## src/rtl/mul4_seq_ctrl.sv

```systemverilog
// Sequential 2Wx2W -> 4W unsigned limb multiplier: one shared WxW multiplier, one partial product per cycle.
// Optional MUL4_ZERO_SKIP_EN: steps whose a- or b-limb is zero are skipped.
module mul4_seq_ctrl #(
    parameter int W     = 16,
    parameter int CNT_W = 32
) (
    input  logic             clk,
    input  logic             rst,
    input  logic             in_valid,
    output logic             in_ready,
    input  logic [W-1:0]     a1,
    input  logic [W-1:0]     a0,
    input  logic [W-1:0]     b1,
    input  logic [W-1:0]     b0,
    output logic             out_valid,
    input  logic             out_ready,
    output logic [W-1:0]     y3,
    output logic [W-1:0]     y2,
    output logic [W-1:0]     y1,
    output logic [W-1:0]     y0,
    output logic [CNT_W-1:0] mul_count
);

    typedef enum logic [1:0] {IDLE, MUL, DONE} state_t;

    state_t state, state_nx;

    logic [W-1:0]   ra1, ra0, rb1, rb0;
    logic [4*W-1:0] acc;
    logic [1:0]     s;
    logic [3:0]     in_mask;   // bit i set: step i runs for the incoming operands
    logic [3:0]     mask;      // same, for the operation in flight
    logic [1:0]     first_idx, next_idx;
    logic           has_first, has_next;
    logic [W-1:0]   op_a, op_b;
    logic [2*W-1:0] pp;
    logic [4*W-1:0] pp_ext, pp_sh;

`ifdef MUL4_ZERO_SKIP_EN
    assign in_mask = {(a1 != '0) && (b1 != '0), (a1 != '0) && (b0 != '0),
                      (a0 != '0) && (b1 != '0), (a0 != '0) && (b0 != '0)};
`else
    assign in_mask = 4'hF;
    assign mask    = 4'hF;
`endif

    // Lowest step to run at accept, and next step to run after the current one.
    always_comb begin
        first_idx = 2'd0;
        has_first = 1'b0;
        next_idx  = 2'd0;
        has_next  = 1'b0;
        for (int i = 3; i >= 0; i--) begin
            if (in_mask[i]) begin
                first_idx = 2'(i);
                has_first = 1'b1;
            end
            if (mask[i] && (i > int'(s))) begin
                next_idx = 2'(i);
                has_next = 1'b1;
            end
        end
    end

    // Step s: a-limb chosen by s[1], b-limb by s[0]; shift is (s[1]+s[0])*W.
    always_comb begin
        op_a   = s[1] ? ra1 : ra0;
        op_b   = s[0] ? rb1 : rb0;
        pp     = {{W{1'b0}}, op_a} * {{W{1'b0}}, op_b};
        pp_ext = {{(2*W){1'b0}}, pp};
        pp_sh  = pp_ext;
        case (s)
            2'd0:    pp_sh = pp_ext;
            2'd3:    pp_sh = pp_ext << (2*W);
            default: pp_sh = pp_ext << W;
        endcase
    end

    always_comb begin
        state_nx  = state;
        in_ready  = 1'b0;
        out_valid = 1'b0;
        case (state)
            IDLE: begin
                in_ready = 1'b1;
                if (in_valid) state_nx = has_first ? MUL : DONE;
            end
            MUL: begin
                if (!has_next) state_nx = DONE;
            end
            DONE: begin
                out_valid = 1'b1;
                if (out_ready) state_nx = IDLE;
            end
            default: state_nx = IDLE;
        endcase
    end

    always_ff @(posedge clk) begin
        if (rst) begin
            state     <= IDLE;
            acc       <= '0;
            s         <= 2'd0;
            mul_count <= '0;
            ra1       <= '0;
            ra0       <= '0;
            rb1       <= '0;
            rb0       <= '0;
`ifdef MUL4_ZERO_SKIP_EN
            mask      <= 4'h0;
`endif
        end else begin
            state <= state_nx;
            case (state)
                IDLE: begin
                    if (in_valid) begin
                        ra1 <= a1;
                        ra0 <= a0;
                        rb1 <= b1;
                        rb0 <= b0;
                        acc <= '0;
                        s   <= first_idx;
`ifdef MUL4_ZERO_SKIP_EN
                        mask <= in_mask;
`endif
                    end
                end
                MUL: begin
                    acc       <= acc + pp_sh;
                    mul_count <= mul_count + CNT_W'(1);
                    s         <= next_idx;
                end
                default: ;
            endcase
        end
    end

    assign y3 = acc[4*W-1:3*W];
    assign y2 = acc[3*W-1:2*W];
    assign y1 = acc[2*W-1:W];
    assign y0 = acc[W-1:0];

endmodule

```

## config.mk

```make
export PLATFORM = sky130hd
export DESIGN_NAME = mul4_seq_ctrl
export DESIGN_NICKNAME = d
export VERILOG_FILES = /design/src/rtl/mul4_seq_ctrl.sv
export SDC_FILE = /design/constraint.sdc
export NUM_CORES = 1
export LEC_CHECK = 0
export CAP_MARGIN = 20
export CORE_MARGIN = 3
export CORE_UTILIZATION = 40
export DETAILED_ROUTE_END_ITERATION = 7
export GPL_TIMING_DRIVEN = 0
export PLACE_DENSITY_LB_ADDON = 0.2
export SYNTH_ARGS = -nofsm -noshare
export SYNTH_HDL_FRONTEND = slang
export SYNTH_SLANG_ARGS = --single-unit
```

## constraint.sdc

```tcl
create_clock -name clk -period 24.2 [get_ports clk]
set_input_delay 3.63 -clock clk [delete_from_list [all_inputs] [get_ports clk]]
set_output_delay 3.63 -clock clk [all_outputs]
set_load 0.1 [all_outputs]
```

==> impl_metrics.ini, run 1 <==
[status]
status = finished clean

[synth]
post_synth_fa_ha_maj_area_fraction_pct = 31.95
syn_area_um2 = 19030
ys_warn_count = 0
ys_seq_area_share_pct = 17.25
synth_xor_area_share_pct = 4.970
synth_top_family_by_area = adder cells
async_flop_share_pct = 0
yosys-top-cells-area = fa_1 21%, dfxtp_1 17%, ha_1 11%
synth_ff_type = dfxtp_1
syn-num-nets = 2825
yosys.area.top_type = fa_1
netlist_instances = 2388
syn-mean-instance-area_um2 = 7.970
synthSimpleGateAreaFrac_pct = 19.79
synth-compound-area-share_pct = 15.22
synth_seq_cells = 164
netlist-cell-type-count = 76
synth_edf_count = 0
synthMuxAreaShare_pct = 3.399
synth_top_area_share_pct = 20.51

[power_and_ir_drop]
vdd_drop_max_v = 0.00004223
power_density_nw_per_um2 = 39.22
p_leak_uw = 0.009769

[worst_setup_path]
cp_data_arrival_time_ps = 12870
critPathLaunchType = flop
cp_max_fo = 10
path_class = flop to flop
path_delay_family = adder cells
critPathMaxStageDelay_ps = 860
path_buf_inv = 8
crit_slowest_cell = mux2i_1
critPathCaptureType = flop
crit_top_cell = fa_1
crit_required_ps = 24550

[floorplan]
die_w_um = 224.1
core_area_um2 = 46750
die_y_um = 224.1
ioPinCount = 166
fp.dieArea_um2 = 50240
row_count = 79
start_util_pct = 40.71

[timing]
max_freq_mhz = 79.91
setup_viol = 0
skew_ps = 11.61
tns_ps = 0
finalCritPeriodShare_pct = 51.71
relSlewSlack_pct = 25.34
fin_crit_ps = 12510
tightestPinTransition_ps = 1089
hold_violations = 0
rsz0062_at_grt = false
slew_violations = 0
whs_ps = 456.6

[place]
dp_hpwl_um = 50810
globalplace.congestion = 0.9466
io_buffers = 165

[worst_hold_path]
min_path_type = flop to flop

[cts]
clk_pin_slew_ps = 70
cts.path.max_buffers = 2
cts-root-buf = clkbuf_16
cts_tree = done
cts_resized = 0
clk_latency_ps = 480
postCtsSetupBuffers = 0
hold_buffers = 0
cts_sinks = 164
cts_buffers = 17
h-tree-depth = 4

[route]
wl_um = 60950
drc = 0
final_antenna_net_count = 0
avgRoutedWirePerCell_um = 19.08
vias_per_cell = 5.411
drt_first_pass_iters = 7
drtIter0Drc = 1068
vias = 17290

[global_routing]
grt_first_pass_wirelength_um = 95920
grt_overflow_total = 0
grt_antenna_before_repair = 0
grt_max_degree = 18
grt_usage_pct = 24.56
grt_pass1_vias = 17320

[job]
maxCapViolCount = 0

[layout]
nNetsFinal = 3012
layout-drive-gt1-share_pct = 3.748
postLayoutCoreUtil_pct = 47.19
syn_to_final_growth_pct = 15.92
diodes = 0
synth_stat cells, types with 4 or more instances:
cell         n
nand2_1    403
inv_1      257
nor2_1     205
a21oi_1    200
fa_1       195
ha_1       174
dfxtp_1    164
clkbuf_1    88
o21ai_0     77
nand3_1     70
xnor2_1     64
a21o_1      52
xor2_1      44
and2_1      37
mux2i_1     32
nand4_1     32
a22o_1      27
mux2_2      23
nor3_1      15
o21bai_1    15
and3_1      14
buf_2       14
nor2b_1     14
or3_1       14
nand2b_1    13
o21ai_1     11
o21a_1      10
a31oi_1      9
and4_1       8
buf_1        8
a221oi_1     6
mux2_1       6
nor4_1       6
o211ai_1     6
o31ai_1      6
or2_2        6
a2111oi_0    4
a211oi_1     4
nor3b_1      4
metrics by stage:
stage / std cells / cell area, um2 / setup slack, ps / total power [uW]
global route: 3195 / 22060 / 11060 / 913.9
finish: 3195 / 22060 / 11690 / 865.4
detailed placement: 3162 / 21460 / 11720 / 589.5
CTS: 3194 / 22050 / 11650 / 871.2
floorplan: 2388 / 19030 / 14270 / 491.6
global placement: 3160 / 21440 / 11860 / 586.2
tightest hold or removal path, delay by kind of cell (launching register included):
kind	cells	cell delay [ps]
AND/OR/NAND/NOR	1	50
flip-flops	1	310
AO/OA/AOI/OAI	1	50
worst paths after layout:
path                            startpoint       to  slack, ps  cells after the start
worst min register to register      rb0[6]   rb0[6]        460                      2
worst max register to register        s[1]  acc[61]      11690                     37
worst max-delay path                  s[1]  acc[61]      11690                     37
worst min-delay path                rb0[6]   rb0[6]        460                      2
power breakdown:
group	switching (uW)	internal (uW)
registers	9.81	280
logic	200	96.9
clock network	132	146
total	343	523
cells by family (layout without fill, tap and decap cells):
kind of cell / count (synthesis) / count (layout)
xor+xnor: 108 / 108
flops: 164 / 164
buf+inv: 369 / 569
mux: 61 / 61
compound gates: 465 / 465
fa+ha+maj: 369 / 369
simple gates: 852 / 852
registers in the layout, summed over array words and instances (netlist names):
name	flops
acc	64
state	2
rb0	16
ra1	16
s	2
rb1	16
ra0	16
mul_count	32
area by class of cell:
type | instances | area (um2)
clock buffers | 17 | 425.4
plain buffers | 112 | 446.7
clock inverters | 15 | 165.2
repair buffers | 168 | 1674
flip-flops and latches | 164 | 3283
fillers | 4704 | 24690
well taps | 607 | 759.5
multi-input cells | 1855 | 14340
inverters | 257 | 964.7
metal layers:
| metal | GRT usage [%] | wire [um] | share of wire [%] |
|---|---|---|---|
| met1 | 33.02 | 27540 | 45 |
| met2 | 39.03 | 27380 | 45 |
| met3 | 5.268 | 4002 | 6.6 |
| met4 | 9.018 | 2030 | 3.3 |
| met5 | 0 | 0 | 0 |
cell usage in the layout, fill, tap and decap left out, types with 8 or more instances in the layout:
master           count
o21ai_0             77
o21a_1              10
xnor2_1             64
ha_1               174
clkbuf_1            88
a22o_1              27
nor3_1              14
nand2_1            403
mux2_2              23
nor2_1             205
dfxtp_1            164
nor2b_1             14
mux2i_1             32
o21ai_1             11
o21bai_1            15
buf_2               14
nand3_1             70
and3_1              14
xor2_1              44
fa_1               195
or3_1               14
a21oi_1            200
and2_1              37
clkdlybuf4s50_1    165
clkbuf_16           17
a31oi_1              9
nand4_1             32
nand2b_1            13
a21o_1              52
buf_1                8
inv_1              257
and4_1               8
Note: power is estimated with default switching activity, not from simulation.
==> inputs of run 2 (changes only) <==
==> constraint.sdc (replaced) <==
create_clock -name clk -period 11.21 [get_ports clk]
set_input_delay 1.6815 -clock clk [delete_from_list [all_inputs] [get_ports clk]]
set_output_delay 1.6815 -clock clk [all_outputs]
set_load 0.1 [all_outputs]
==> run 2 against run 1 <==
  * Flip-flop and latch count stayed put
  * Highest routed layer unchanged
  * Critical path type unchanged
  * Core utilization increased by 0.55 points
  * Total power increased by 120%
  * Routed wire length increased by 0.36%
  * Critical path depth up 1
  * Register-to-register slack worse by 11000 ps
==> impl_metrics.ini, run 2 (same netlist as run 1, synthesis figures left out) <==
[worst_setup_path]
critPathCaptureType = flop
critPathLaunchType = flop
path_class = flop to flop
ff2ff_path_depth = 38
path_buf_inv = 8
r2r_end = acc[63]
crit_slowest_cell = fa_1
ff2ff_setup_slack_ps = 460
path_delay_family = adder cells
cp_max_fo = 10
critPathMaxStageDelay_ps = 560
r2r-start = s[1]
cp_data_arrival_time_ps = 11110
crit_required_ps = 11580
crit_top_cell = fa_1

[timing]
setup_viol = 0
relSlewSlack_pct = 25.59
slew_violations = 0
tightestPinTransition_ps = 1085
skew_ps = 12.61
tns_ps = 0
fin_crit_ps = 10750
max_freq_mhz = 93.06
finalCritPeriodShare_pct = 95.86
whs_ps = 455.4
hold_violations = 0

[route]
drc = 0
drtIter0Drc = 1097
wl_um = 61170
vias_per_cell = 5.453
vias = 17410
avgRoutedWirePerCell_um = 19.16
final_antenna_net_count = 0
drt_first_pass_iters = 5

[global_routing]
grt_usage_pct = 24.64
grt_max_degree = 18
grt_first_pass_wirelength_um = 96140
grt_pass1_vias = 17340
grt_overflow_total = 0
grt_antenna_before_repair = 0

[cts]
cts_tree = done
cts-root-buf = clkbuf_16
clk_pin_slew_ps = 70
h-tree-depth = 4
cts_sinks = 164
cts_buffers = 17
cts.path.max_buffers = 2
clk_latency_ps = 480
hold_buffers = 0

[layout]
layout-drive-gt1-share_pct = 5.452
nNetsFinal = 3010
largest_register_ffs = 64
fin_area_um2 = 22320
layout_common_cells = 403 x nand2_1, 257 x inv_1, 205 x nor2_1
max_flop_register = acc
syn_to_final_growth_pct = 17.26
diodes = 0
reg_top3 = acc (64), mul_count (32)
final_common_cell = nand2_1
layoutNonFillerInstCount = 3193

[floorplan]
core_area_um2 = 46750
start_util_pct = 40.71
fp.dieArea_um2 = 50240
die_y_um = 224.1
die_w_um = 224.1
ioPinCount = 166
row_count = 79

[worst_hold_path]
worstHoldStart = rb1[9]
hold_end = rb1[9]
hold_depth = 2
min_path_type = flop to flop

[place]
io_buffers = 165
dp_hpwl_um = 50810
detailed_place.area_um2 = 21460
globalplace.congestion = 0.9466
dp_cells = 3162

[power_and_ir_drop]
vdd_drop_max_v = 0.00009114
p_leak_uw = 0.009852
power_density_nw_per_um2 = 84.28

[status]
status = finished clean

[job]
maxCapViolCount = 0
run 2: cell types whose count changed in the layout (fill, tap and decap cells not counted), sizes merged:
cell / previous run / this run
buf: 26 / 27
clkbuf: 106 / 103
run 2: area by class of cell:
class                      count  area, um2
timing repair buffer         169       1682
tap                          607      759.5
fill                        4684      24430
inverter                     257      964.7
multi-input combinational   1855      14570
clock buffer                  17      425.4
sequential                   164       3283
buffer                       109      467.9
clock inverter                15      165.2
run 2: worst max-delay path by stage:
| stage | start | endpoint | slack (ps) | cells past startpoint |
|---|---|---|---|---|
| after detailed placement | s[1] | acc[61] | -1270 | 37 |
| after floorplan | s[1] | acc[63] | 1280 | 38 |
| after global routing | s[1] | acc[63] | -20 | 38 |
| after global placement | s[1] | acc[61] | -1130 | 37 |
| final | s[1] | acc[63] | 460 | 38 |
| after CTS | s[1] | acc[61] | 20 | 38 |
run 2: repair_timing:
item / in CTS / in global routing
resized for setup: 39 / 35
endpoints found under the hold margin: 0 / 0
buffers inserted: 0 / 2
endpoints found under the setup margin: 32 / 28
pin swaps: 0 / 1
run 2: stage by stage:
| stage | util (%) | power, uW | setup slack, ps |
|---|---|---|---|
| finish | 47.74 | 1881 | 464.6 |
| global route | 47.74 | 1985 | -15.49 |
| CTS | 47.50 | 1888 | 21.47 |
| detailed placement | 45.91 | 1273 | -1267 |
| global placement | 45.87 | 1265 | -1131 |
| floorplan | - | 1061 | 1282 |
run 2: where the power goes:
| part | internal (uW) | switching [uW] |
|---|---|---|
| combinational | 216 | 434 |
| clock | 315 | 287 |
| sequential | 604 | 24.6 |
| total | 1140 | 745 |
run 2: tightest hold or removal path: cells and delay by family (launching register included):
kind	cells	cell delay, ps
AOI/OAI and AO/OA	1	50
DFF	1	310
and+or+nand+nor	1	50
run 2: per-layer routing:
| layer | global-route usage, % | vias up | part of all wire [%] |
|---|---|---|---|
| met5 | 0 | - | 0 |
| li1 | - | 8291 | - |
| met3 | 5.530 | 109 | 7.1 |
| met2 | 38.79 | 564 | 45 |
| met4 | 9.616 | 0 | 3.4 |
| met1 | 33.04 | 8446 | 45 |
==> edit 1, RTL diff (config.mk and constraints of run 1) <==
Put one more register stage on the output `mul_count`. The value now appears one clock later. The other outputs are not delayed to match.
--- a/src/rtl/mul4_seq_ctrl.sv
+++ b/src/rtl/mul4_seq_ctrl.sv
@@ -22,6 +22,8 @@
 );
 
     typedef enum logic [1:0] {IDLE, MUL, DONE} state_t;
+
+    logic [CNT_W-1:0] mul_count_s0;
 
     state_t state, state_nx;
 
@@ -101,7 +103,7 @@
             state     <= IDLE;
             acc       <= '0;
             s         <= 2'd0;
-            mul_count <= '0;
+            mul_count_s0 <= '0;
             ra1       <= '0;
             ra0       <= '0;
             rb1       <= '0;
@@ -127,7 +129,7 @@
                 end
                 MUL: begin
                     acc       <= acc + pp_sh;
-                    mul_count <= mul_count + CNT_W'(1);
+                    mul_count_s0 <= mul_count_s0 + CNT_W'(1);
                     s         <= next_idx;
                 end
                 default: ;
@@ -140,5 +142,9 @@
     assign y1 = acc[2*W-1:W];
     assign y0 = acc[W-1:0];
 
+    always_ff @(posedge clk) begin
+        mul_count <= mul_count_s0;
+    end
+
 endmodule
 
Function: changed (a bounded check fails within 4 cycles, from zero or initial values and one cycle with rst high).
==> edit 1 against run 1 <==
  * Count of clock-buffer cells in the layout did not move
  * Total power rose by 8.0%
  * Highest routed layer unchanged
  * Worst setup slack worse by 0.37 ns
  * Cell area up 2.5%
  * Non-clock buffer count down 7
  * Critical path depth decreased by 1
  * Critical path type unchanged
  * Wire length is 2.6% higher
  * Sequential cell count grew 32
  * Cell count is 0.75% higher
  * Largest power group is now sequential cells
  * Synthesized area increased by 2.7%
  * First-iteration DRC count increased by 9.1%
==> edit 1: results (changes against run 1) <==
[status]
status=completed  ; unchanged

[grt]
grt_pass1_vias=17300  ; about the same
grt_max_degree=23  ; was 18
grt_first_pass_wirelength_mm=98.8  ; was 95.9 mm
antenna_found_initial=1  ; was 0
grt_use_total=0.248  ; was 0.246

[timing]
fin_skew_ns=0.0160  ; was 0.0116 ns
relSlewSlack=0.211  ; was 0.253

[worst_setup_path]
arrival_ns=13.29  ; was 12.87 ns
max_stage_delay_ns=0.80  ; was 0.86 ns
reg2reg_depth=36  ; was 37
slowest_stage=a2111oi_0  ; was mux2i_1

[clock_tree]
clk_pin_slew_ns=0.09  ; was 0.07 ns
worst_skew_pair.late_latency_ns=0.50  ; was 0.48 ns

[pwr]
seqPwrFrac=0.366  ; was 0.335
comb_power_share=0.307  ; was 0.344
power_leakage_uw=0.0101  ; was 0.00977 uW
p_comb_uw=287  ; was 297 uW
p_switching_uw=367  ; was 343 uW
peakVddDrop_v=0.0000358  ; was 0.0000422 V

[detailed_routing]
drt_iter0_drc=1165  ; was 1068
via_per_inst=5.40  ; was 5.41
wl_per_cell_microns=19.4  ; was 19.1 microns
drt_wl_total_mm=62.6  ; was 60.9 mm

[worst_hold_path]
min-delay-start=mul_count_s0[6]  ; was rb0[6]
hold_end=mul_count[6]  ; was rb0[6]
whs_path_depth=0  ; was 2

[synth]
synth_mux_area_frac=0.0336  ; was 0.0340
seq_area_frac_synth=0.201  ; was 0.172
syn_area_per_cell_sq_um=8.13  ; was 7.97 sq um
yosys-top-cells-area=dfxtp_1, fa_1, ha_1  ; was fa_1, dfxtp_1, ha_1
synth-compound-area-share=0.151  ; was 0.152
synth_xor_area_frac=0.0470  ; was 0.0497
synth_common_cells=nand2_1, inv_1, a21oi_1  ; was nand2_1, inv_1, nor2_1
synth_nets=2842  ; was 2825
ys_types=73  ; was 76
synthAdderAreaFrac=0.311  ; was 0.319

[placed_design]
place_inst=3187  ; was 3162
dpl_cell_area_sq_mm=0.0220  ; was 0.0215 sq mm
place_congestion=0.968  ; was 0.947
dp_slack_ns=11.43  ; was 11.72 ns

[cells_and_area]
drive_above_1_share=0.0300  ; was 0.0375
fin_nets=3028  ; was 3012
ff_latch_area_sq_mm=0.00392  ; was 0.00328 sq mm
top_regs=acc x64, mul_count x32, mul_count_s0 x32  ; was acc x64, mul_count x32

edit 1: cell count changes after synthesis, sizes merged, moves of 6 or more:
cell	before	now
clkbuf	89	97
buf	23	9
nor4	8	1
a221oi	7	1
xnor2	64	48
a211oi	4	11
and3	14	28
o22ai	2	8
o21ai	88	74
and2	38	29
dfxtp	164	196
xor2	44	57
edit 1: area by class of cell:
| type | count | area share |
|---|---|---|
| Multi-Input combinational cell | 1841 | 0.629 |
| Sequential cell | 196 | 0.173 |
| Clock inverter | 15 | 0.00863 |
| Inverter | 262 | 0.0435 |
| Buffer | 106 | 0.0183 |
| Tap cell | 615 | 0.0340 |
| Clock buffer | 17 | 0.0188 |
| Timing Repair Buffer | 167 | 0.0738 |
edit 1: metal layers:
metal	routed length [microns]	up-vias	GRT usage
met2	28000	565	0.392
met1	28900	8359	0.344
met5	0	-	0
met3	3790	117	0.0417
li1	-	8353	-
met4	1920	0	0.0899
==> edit 2, RTL diff (config.mk and constraints of run 1) <==
Made on the original files. Add a define of `MUL4_ZERO_SKIP_EN`.
--- a/src/rtl/mul4_seq_ctrl.sv
+++ b/src/rtl/mul4_seq_ctrl.sv
@@ -1,5 +1,7 @@
 // Sequential 2Wx2W -> 4W unsigned limb multiplier: one shared WxW multiplier, one partial product per cycle.
 // Optional MUL4_ZERO_SKIP_EN: steps whose a- or b-limb is zero are skipped.
+`define MUL4_ZERO_SKIP_EN
+
 module mul4_seq_ctrl #(
     parameter int W     = 16,
     parameter int CNT_W = 32
Check against the original RTL: not equivalent (Yosys sat finds a counterexample within 4 cycles, from zero or initial values and one cycle with rst high).
==> edit 2 against run 1 <==
  * Total power grew 9.3%
  * Worst setup slack improved by 0.21 ns
  * Count of clock-buffer cells in the layout increased by 1
  * Sequential cell count rose by 3
  * Combinational power up 25%
  * Via count rose by 2.4%
  * Wire length up 4.2%
  * Cell area is 0.86% higher
  * Synthesized area increased by 1.1%
  * Critical path type unchanged
  * Highest routed layer unchanged
==> edit 2: results (changes against run 1) <==
[detailed_routing]
drt_wl_total_mm=63.5  ; was 60.9 mm
drt_iter0_drc=1372  ; was 1068
dr.pass1.iters=5  ; was 7
vias=17700  ; was 17300
ant_nets=0  ; unchanged

[status]
status=completed  ; unchanged

[grt]
grt_use_total=0.253  ; was 0.246
grt_first_pass_wirelength_mm=99.9  ; was 95.9 mm
grt_pass1_vias=17700  ; was 17300
grt_max_degree=17  ; was 18
antenna_found_initial=0  ; unchanged

[synth]
seq_area_frac_synth=0.174  ; was 0.172
synth_nets=2850  ; was 2825
synthAdderAreaFrac=0.316  ; was 0.319
synth-compound-area-share=0.157  ; was 0.152
async_flop_share=0  ; unchanged
synth_xor_area_frac=0.0501  ; was 0.0497
synth_mux_area_frac=0.0341  ; was 0.0340
yosys-top-cells-area=fa_1, dfxtp_1, ha_1  ; unchanged
synth_common_cells=nand2_1, inv_1, nor2_1  ; unchanged
yosys_warnings=0  ; unchanged

[clock_tree]
postCtsSetupBuffers=0  ; unchanged
numCtsBuffers=17  ; unchanged

[cells_and_area]
top_regs=acc x64, mul_count x32  ; unchanged
drive_above_1_share=0.0345  ; was 0.0375
fin_nets=3037  ; was 3012
final_util=0.473  ; was 0.472
fillers=4732  ; was 4704
insertedDiodeCount=0  ; unchanged

[placed_design]
place_hpwl_mm=52.4  ; was 50.8 mm
io_buffer_count=165  ; unchanged
place_congestion=0.959  ; was 0.947
dpl_cell_area_sq_mm=0.0217  ; was 0.0215 sq mm

[worst_setup_path]
arrival_ns=12.69  ; was 12.87 ns
r2r_setup_slack_ns=11.90  ; was 11.69 ns
cp_top_family=adder cells  ; unchanged
slowest_stage=mux2i_1  ; unchanged

[pwr]
peakVddDrop_v=0.0000458  ; was 0.0000422 V
p_switching_uw=397  ; was 343 uW
power_leakage_uw=0.00993  ; was 0.00977 uW

[timing]
fin_skew_ns=0.0142  ; was 0.0116 ns
relSlewSlack=0.227  ; was 0.253

-- edit 2: how the worst min path moves through the flow --
stage / end / cells after the start / slack (ns) / from
4_1_cts: rb1[5] / 2 / 0.46 / rb1[5]
5_1_grt: rb1[6] / 2 / 0.48 / rb1[6]
3_3_place_gp: rb0[6] / 2 / 0.44 / rb0[6]
6_report: rb0[6] / 2 / 0.46 / rb0[6]
3_5_place_dp: rb1[4] / 2 / 0.45 / rb1[4]
2_1_floorplan: mask[1] / 2 / 0.43 / mask[1]
-- edit 2: cell type report --
type / instances / area share
buffer: 101 / 0.0178
clock buffer: 18 / 0.0193
clock inverter: 13 / 0.00619
inverter: 260 / 0.0439
multi-input combinational: 1885 / 0.653
sequential: 167 / 0.150
tap: 607 / 0.0341
timing repair buffer: 168 / 0.0756
-- edit 2: worst reg2reg max path, delay by kind of cell, from the launching register on --
family                   cells  cell delay, ns
adder cells (fa/ha/maj)      8            4.05
AO/OA/AOI/OAI               13            2.97
buffers and inverters        7            1.71
AND/OR/NAND/NOR              7            1.71
multiplexers                 1            0.85
XOR/XNOR                     2            0.58
flip-flops                   1            0.36
-- edit 2: power by group through the flow --
| stage | clock, uW | combinational, uW | sequential (uW) |
|---|---|---|---|
| floorplan | 0 | 221 | 323 |
| global placement | 0 | 362 | 304 |
| detailed placement | 0 | 365 | 305 |
| CTS | 279 | 369 | 299 |
| global route | 288 | 406 | 300 |
| finish | 275 | 372 | 299 |
-- edit 2: cells by family (layout without fill, tap and decap cells) --
family	count (synthesis)	count (layout)
compound gates	477	477
xor+xnor	110	110
fa+ha+maj	369	369
buf+inv	361	560
flops	167	167
mux	62	62
simple gates	867	867
-- edit 2: routing by layer --
layer | routed length (microns) | vias up | track usage | share of wire
li1 | - | 8399 | - | -
met1 | 28800 | 8557 | 0.352 | 0.45
met2 | 28200 | 631 | 0.399 | 0.44
met3 | 4010 | 124 | 0.0340 | 0.063
met4 | 2460 | 0 | 0.101 | 0.039
met5 | 0 | - | 0 | 0
-- edit 2: per-stage QoR --
step | worst slack (ns) | std cells | power (uW)
after floorplan | 14.35 | 2413 | 544
after global routing | 11.39 | 3219 | 994
after detailed placement | 12.13 | 3188 | 670
after CTS | 12.07 | 3219 | 947
after global placement | 12.24 | 3185 | 667
final | 11.90 | 3219 | 946
